`src/rtl/decode_pipe.sv`:
```
// decode_pipe: instruction decode stage with register file,
// hazard detection and the ID/EX pipeline register.
module decode_pipe #(
    parameter int DATA_W   = 32,
    parameter int NREGS    = 32,
    parameter bit SIGN_EXT = 1'b1,
    parameter bit BYPASS   = 1'b1
) (
    input  logic              clk,
    input  logic              rst,
    input  logic [31:0]       inst_in,
    input  logic              inst_valid,
    input  logic              flush,
    input  logic              wr_en,
    input  logic [4:0]        wr_addr,
    input  logic [DATA_W-1:0] wr_data,
    output logic              stall_out,
    output logic              jump,
    output logic              exception,
    output logic              equal,
    output logic              id_valid,
    output logic [4:0]        rs,
    output logic [4:0]        rt,
    output logic [4:0]        rd,
    output logic [DATA_W-1:0] imm,
    output logic [DATA_W-1:0] data_1,
    output logic [DATA_W-1:0] data_2,
    output logic [3:0]        ex,
    output logic [2:0]        m,
    output logic [1:0]        wb
);

    localparam int AW = (NREGS > 1) ? $clog2(NREGS) : 1;

    localparam logic [5:0] OP_RTYPE = 6'b000000;
    localparam logic [5:0] OP_LW    = 6'b100011;
    localparam logic [5:0] OP_SW    = 6'b101011;
    localparam logic [5:0] OP_BEQ   = 6'b000100;
    localparam logic [5:0] OP_J     = 6'b000010;

    typedef struct packed {
        logic [3:0] ex;
        logic [2:0] m;
        logic [1:0] wb;
    } ctrl_t;

    logic [DATA_W-1:0] regs [NREGS];

    logic [5:0]        op;
    logic [4:0]        f_rs;
    logic [4:0]        f_rt;
    logic [4:0]        f_rd;
    logic [DATA_W-1:0] f_imm;
    logic [DATA_W-1:0] rd_1;
    logic [DATA_W-1:0] rd_2;
    logic              wr_ok;
    logic              known;
    logic              bubble;
    ctrl_t             ctrl;

    assign op   = inst_in[31:26];
    assign f_rs = inst_in[25:21];
    assign f_rt = inst_in[20:16];
    assign f_rd = inst_in[15:11];

    assign f_imm = SIGN_EXT ? DATA_W'($signed(inst_in[15:0]))
                            : DATA_W'(inst_in[15:0]);

    function automatic logic in_range(input logic [4:0] a);
        return 32'(a) < NREGS;
    endfunction

    // A write is real only for a non-zero, implemented register.
    assign wr_ok = wr_en && (wr_addr != 5'd0) && in_range(wr_addr);

    function automatic logic [DATA_W-1:0] rf_read(input logic [4:0] a);
        logic [DATA_W-1:0] v;
        v = '0;
        if (a != 5'd0 && in_range(a)) begin
            if (BYPASS && wr_ok && wr_addr == a)
                v = wr_data;
            else
                v = regs[a[AW-1:0]];
        end
        return v;
    endfunction

    // Register file storage; reset clears every entry and drops writes.
    always_ff @(posedge clk) begin
        if (rst) begin
            for (int i = 0; i < NREGS; i++)
                regs[i] <= '0;
        end else if (wr_ok) begin
            regs[wr_addr[AW-1:0]] <= wr_data;
        end
    end

    // Two forwarded read ports for rs and rt.
    always_comb begin
        rd_1 = rf_read(f_rs);
        rd_2 = rf_read(f_rt);
    end

    // Opcode to control-bundle decode; unknown opcodes give zero controls.
    always_comb begin
        ctrl  = '0;
        known = 1'b1;
        case (op)
            OP_RTYPE: ctrl = '{ex: 4'b1100, m: 3'b000, wb: 2'b10};
            OP_LW:    ctrl = '{ex: 4'b0001, m: 3'b010, wb: 2'b11};
            OP_SW:    ctrl = '{ex: 4'b0001, m: 3'b001, wb: 2'b00};
            OP_BEQ:   ctrl = '{ex: 4'b0010, m: 3'b100, wb: 2'b00};
            OP_J:     ctrl = '0;
            default:  known = 1'b0;
        endcase
    end

    // Load-use: the load in ID/EX targets a source of the incoming inst.
    assign stall_out = inst_valid && id_valid && m[1] &&
                       (rt != 5'd0) &&
                       (rt == f_rs || rt == f_rt);

    assign jump      = inst_valid && (op == OP_J);
    assign exception = inst_valid && !known;
    assign equal     = inst_valid && (rd_1 == rd_2);

    assign bubble = flush || stall_out || !inst_valid;

    // ID/EX stage register: bubbles clear only the valid and controls.
    always_ff @(posedge clk) begin
        if (rst) begin
            id_valid <= 1'b0;
            ex       <= '0;
            m        <= '0;
            wb       <= '0;
            rs       <= '0;
            rt       <= '0;
            rd       <= '0;
            imm      <= '0;
            data_1   <= '0;
            data_2   <= '0;
        end else begin
            rs     <= f_rs;
            rt     <= f_rt;
            rd     <= f_rd;
            imm    <= f_imm;
            data_1 <= rd_1;
            data_2 <= rd_2;
            if (bubble) begin
                id_valid <= 1'b0;
                ex       <= '0;
                m        <= '0;
                wb       <= '0;
            end else begin
                id_valid <= 1'b1;
                ex       <= ctrl.ex;
                m        <= ctrl.m;
                wb       <= ctrl.wb;
            end
        end
    end

endmodule

```
`config.mk`:
```
export PLATFORM = sky130hd
export DESIGN_NAME = decode_pipe
export DESIGN_NICKNAME = d
export VERILOG_FILES = /design/src/rtl/decode_pipe.sv
export SDC_FILE = /design/constraint.sdc
export NUM_CORES = 2
export LEC_CHECK = 0
export CAP_MARGIN = 20
export CORE_UTILIZATION = 25
export CTS_BUF_LIST = sky130_fd_sc_hd__clkbuf_8
export DETAILED_ROUTE_END_ITERATION = 8
export PLACE_DENSITY_LB_ADDON = 0.12
export SYNTH_ARGS = -nofsm -noshare
export SYNTH_HDL_FRONTEND = slang
export SYNTH_SLANG_ARGS = --single-unit
```
`constraint.sdc`:
```
create_clock -name clk -period 6.3 [get_ports clk]
set_input_delay 1.26 -clock clk [delete_from_list [all_inputs] [get_ports clk]]
set_output_delay 1.26 -clock clk [all_outputs]
set_load 0.01 [all_outputs]
```
# After elaboration in Yosys (flattened, before gate mapping)
# Memory sizes are Yosys's and may differ from the RTL's.
# Index checks and enable logic that the tools add are counted.
totals:
  ff_bits: 105
  input_bits: 74
  n_memories: 1
  wordCells: 58
  ramBits: 1024
op_classes:
  eq_ne: 9
  mux: 15
  reduce_logical: 23
memory_table:
  columns: ["name", "words", "width", "rd", "rd_ports_with_merged_regs", "wr", "line_no", "rtl"]
  rows:
  - ["regs", 32, 32, 2, 0, 32, "47", "logic [DATA_W-1:0] regs [NREGS];"]
op_table:
  columns: ["cell", "n"]
  rows:
  - ["32-bit 2-to-1 mux", 5]
  - ["9-bit one-hot mux with 4 select lines", 1]
  - ["32-bit equality test", 1]
  - ["32-bit OR reduction", 1]
  - ["5-bit equality test", 4]
  - ["5-bit nonzero test", 4]
  - ["6-bit equality test, second input constant", 2]
  - ["1-bit logical AND", 10]
  - ["1-bit 2-to-1 mux", 8]
  - ["6-bit by 2-bit equality test with 1-bit output, second input constant", 1]
  - ["6-bit by 3-bit equality test with 1-bit output, second input constant", 1]
  - ["6-bit zero test", 1]
  - ["5-bit 2-to-1 mux", 1]
  - ["5-bit OR reduction", 1]
  - ["1-bit logical OR", 3]
  - ["1-bit zero test", 2]
  - ["2-bit OR reduction", 1]

# Longest topological paths before layout
logic_depth:
  depth_word: 7
  ltp_mapped: 15
  ltp_nobuf: 9

# Worst setup path after synthesis
# OpenSTA, ideal clock, no wires.
synth_path:
  kind: "input port to output port"
  from: "in inst_in[22]"
  to: "out equal"
  cell_stages: 11
  required_time_ns: 5.040
  path_slack_ns: 0.969
  arrival_ns: 4.071
  cell_sequence: "buf_4 > buf_4 > buf_2 > buf_2 > buf_2 > mux4_2 > mux4_2 > a221oi_1 > xnor2_1 > nand4_1 > nor4_2"
synth_between:
  elab_chain_cells: 6
  elab_cells_between_ends: 8
  classes_between: "eq/ne (2); mux (2); reduce/logical (3); memory (1)"
synth_rtl:
  columns: ["element", "line_no", "rtl"]
  rows:
  - ["start: declaration", "11", "input logic [31:0] inst_in,"]
  - ["parallel branches: the longest is 3 deep, another holds memory 32 x 32 bit", null, null]
  - ["32-bit 2-to-1 mux (*)", "79", "if (a != 5'd0 && in_range(a)) begin"]
  - ["32-bit equality test (*)", "125", "assign equal = inst_valid && (rd_1 == rd_2);"]
  - ["1-bit logical AND (*)", "125", null]
  - ["end: declaration", "20", "output logic equal,"]
# Every way passes the cells marked *.

# Worst setup path in the final report
layout_path:
  from: "in inst_in[16]"
  to: "out equal"
# Same word-level chain as after synthesis.

==> metrics.yaml <==
finalWirelength_mm: 303
rows: 178
grt_overflow: 0
worstMarginPinSlew_ps: 1150
postSynthAreaPerCell_sq_um: 14.4
root_buffer: "clkbuf_8"
p_per_area_nw_per_um2: 257
synth-seq-cells: 1121
fill_cells: 23264
required_ps: 5040
grt_start_max_net_pins: 45
num_vias: 42727
synth_most_common_cell: "edfxtp_1"
grt_antenna_before_repair: 41
status: "finished with violations"
yosys_warnings: 0
setup.worst_path.start_class: "primary input"
power.leakage_uw: 0.0269
period_needed_ps: 6330
regArea_sq_um: 32700
clock_sinks: 1121
crit_path_end_kind: "output pin"
die_y_microns: 488
grt_pass1_wl_mm: 398
wl_per_cell_microns: 37.3
ant_nets: 0
dp_hpwl_mm: 194
yosys-top-cells-area: "edfxtp_1 (52%), mux4_2 (15%), and2_1 (11%)"
die_area_sq_um: 238000
fin_crit_sh: 1.01
clk_pin_slew_ps: 60
max_freq_mhz: 158
drt_iter0_drc: 5248
io_buffers: 198
htree_levels: 4
grt_usage: 0.251
synth_common_cells: "edfxtp_1 (1024), and2_1 (1000), mux4_2 (392)"
slew-limit-headroom: 0.235
ys_seq_area_frac: 0.554
place.gp.congestion: 0.881
synth_top_area_cell: "edfxtp_1"
cts_hold_buf: 0
yosysUniqueCellTypes: 84
final.setup.worst_slack_ps: -33.4
cts_tree: "yes"
initial_core_util: 0.251
numCtsBuffers: 212
vdd_drop_max_mv: 0.186
multi_input_comb_area_sq_um: 25000
clock_latency_ps: 1010
core_area_sq_um: 235000
cp_max_fo: 9
drive_gt1_frac: 0.315
post-place-ws_ps: -1290
drc_errors: 0
dpl-instance-area_sq_um: 69100
violations: "negative setup slack"
synth_top_area_frac: 0.521
finalSetupViolations: 1
drt-vias-per-instance: 5.25
netlist_area_sq_um: 59100
power_uw: 19100
rrSetupSlack_ps: 3770
die_x_microns: 488
stdcell_area_sq_um: 74300
syn2layout_area_growth_pct: 25.9
fin_nets: 4873
post-route-util: 0.316
drv_cap: 0
drtPass1Iterations: 8
netlist_instances: 4103
boundaryPins: 199
rsz0062_at_grt: "true"
hold_path.class: "primary input to flop"
clk_path_buf_depth: 3
async_reset_ff_frac: 0
hold_viol_final: 0
synth_ff_type: "edfxtp_1"
worstPathArrival_ps: 5070
slew_violations: 0
grt_pass1_vias: 42050
clock_skew_ps: 65.8
synth_edf_count: 1024
crit_type: "primary input to output pin"
[sequential cells by signal (all words and copies together), names as in the netlist]
| name | flops |
|---|---|
| m | 2 |
| imm | 11 |
| rs | 5 |
| regs | 1024 |
| data_1 | 32 |
| ex | 3 |
| data_2 | 32 |
| rd | 5 |
| wb | 1 |
| id_valid | 1 |
| rt | 5 |
[where the power goes]
| group | leakage (uW) | switching, uW | internal, uW | total [uW] |
|---|---|---|---|---|
| Combinational | 0.0140 | 1900 | 1390 | 3290 |
| Clock | 0.00238 | 3530 | 3530 | 7060 |
| Sequential | 0.0106 | 222 | 8550 | 8770 |
| Total | 0.0269 | 5650 | 13500 | 19100 |
[path summary, 6_finish.rpt]
kind	from	end	cells after the start
worst max-delay path	inst_in[16]	equal	13
worst min register to register	id_valid	id_valid	4
worst max register to register	regs[28][0]	data_2[0]	7
worst min-delay path	inst_in[13]	rd[2]	2
[stage by stage]
stage,setup TNS [ps],std cells,hold WS (ps)
2_1_floorplan,0,4134,745
3_3_place_gp,-1290,7698,888
3_5_place_dp,-1290,7699,909
4_1_cts,0,8111,699
5_1_grt,-130,8120,712
6_report,-33.4,8138,809
[kinds of logic after synthesis]
family / synth area share
other cells: 0.0000635
flops: 0.554
compound gates: 0.0491
simple gates: 0.141
mux: 0.209
xor+xnor: 0.00712
buf+inv: 0.0407
[routing by layer]
layer / track usage / part of all wire
met2: 0.383 / 0.44
met1: 0.348 / 0.43
met5: 0 / 0.00011
met3: 0.0558 / 0.088
met4: 0.0881 / 0.037
[cells in the final DEF, fill, tap and decap left out, types with 14 or more instances in the layout]
cell type	n
o21ai_0	24
nand3_1	30
mux2_2	24
a22oi_1	75
edfxtp_1	1024
clkinv_1	26
xnor2_1	24
mux2i_1	223
buf_6	14
nand2_1	82
mux4_1	34
clkinv_2	15
diode_2	22
mux4_2	392
o221ai_1	32
clkbuf_8	229
a21oi_1	66
nor2b_1	50
nor2_4	37
a221oi_1	34
conb_1	32
nor2_1	73
o22ai_1	22
inv_1	99
buf_12	86
dfxtp_1	97
clkdlybuf4s50_1	181
nor3_1	15
buf_4	588
or2_4	27
and2_1	1000
[cell type report]
class	count	area share
flip-flops and latches	1121	0.440
multi-input cells	2561	0.336
repair buffers	895	0.116
well taps	3150	0.0530
clock buffers	228	0.0422
clock inverters	153	0.0114
diodes	22	0.000741
inverters	8	0.000438
[what timing repair did]
item | in CTS | in global routing
pin swaps | 31 | 6
setup buffers | 30 | 3
resized for setup | 136 | 16
gates cloned | 3 | 2
setup endpoints to repair | 1 | 1
hold endpoints to repair | 0 | 0
[worst max-delay path: stages]
cell and delay (ps):
buf_16 170, buf_12 160, mux4_2 540, mux4_2 600, nor2b_4 180, a211oi_2 310
xnor2_2 190, buf_4 200, o2111ai_2 160, or4_4 480, nor4_4 470, buf_4 200
buf_6 90
Power figures use the tool's default switching activity.
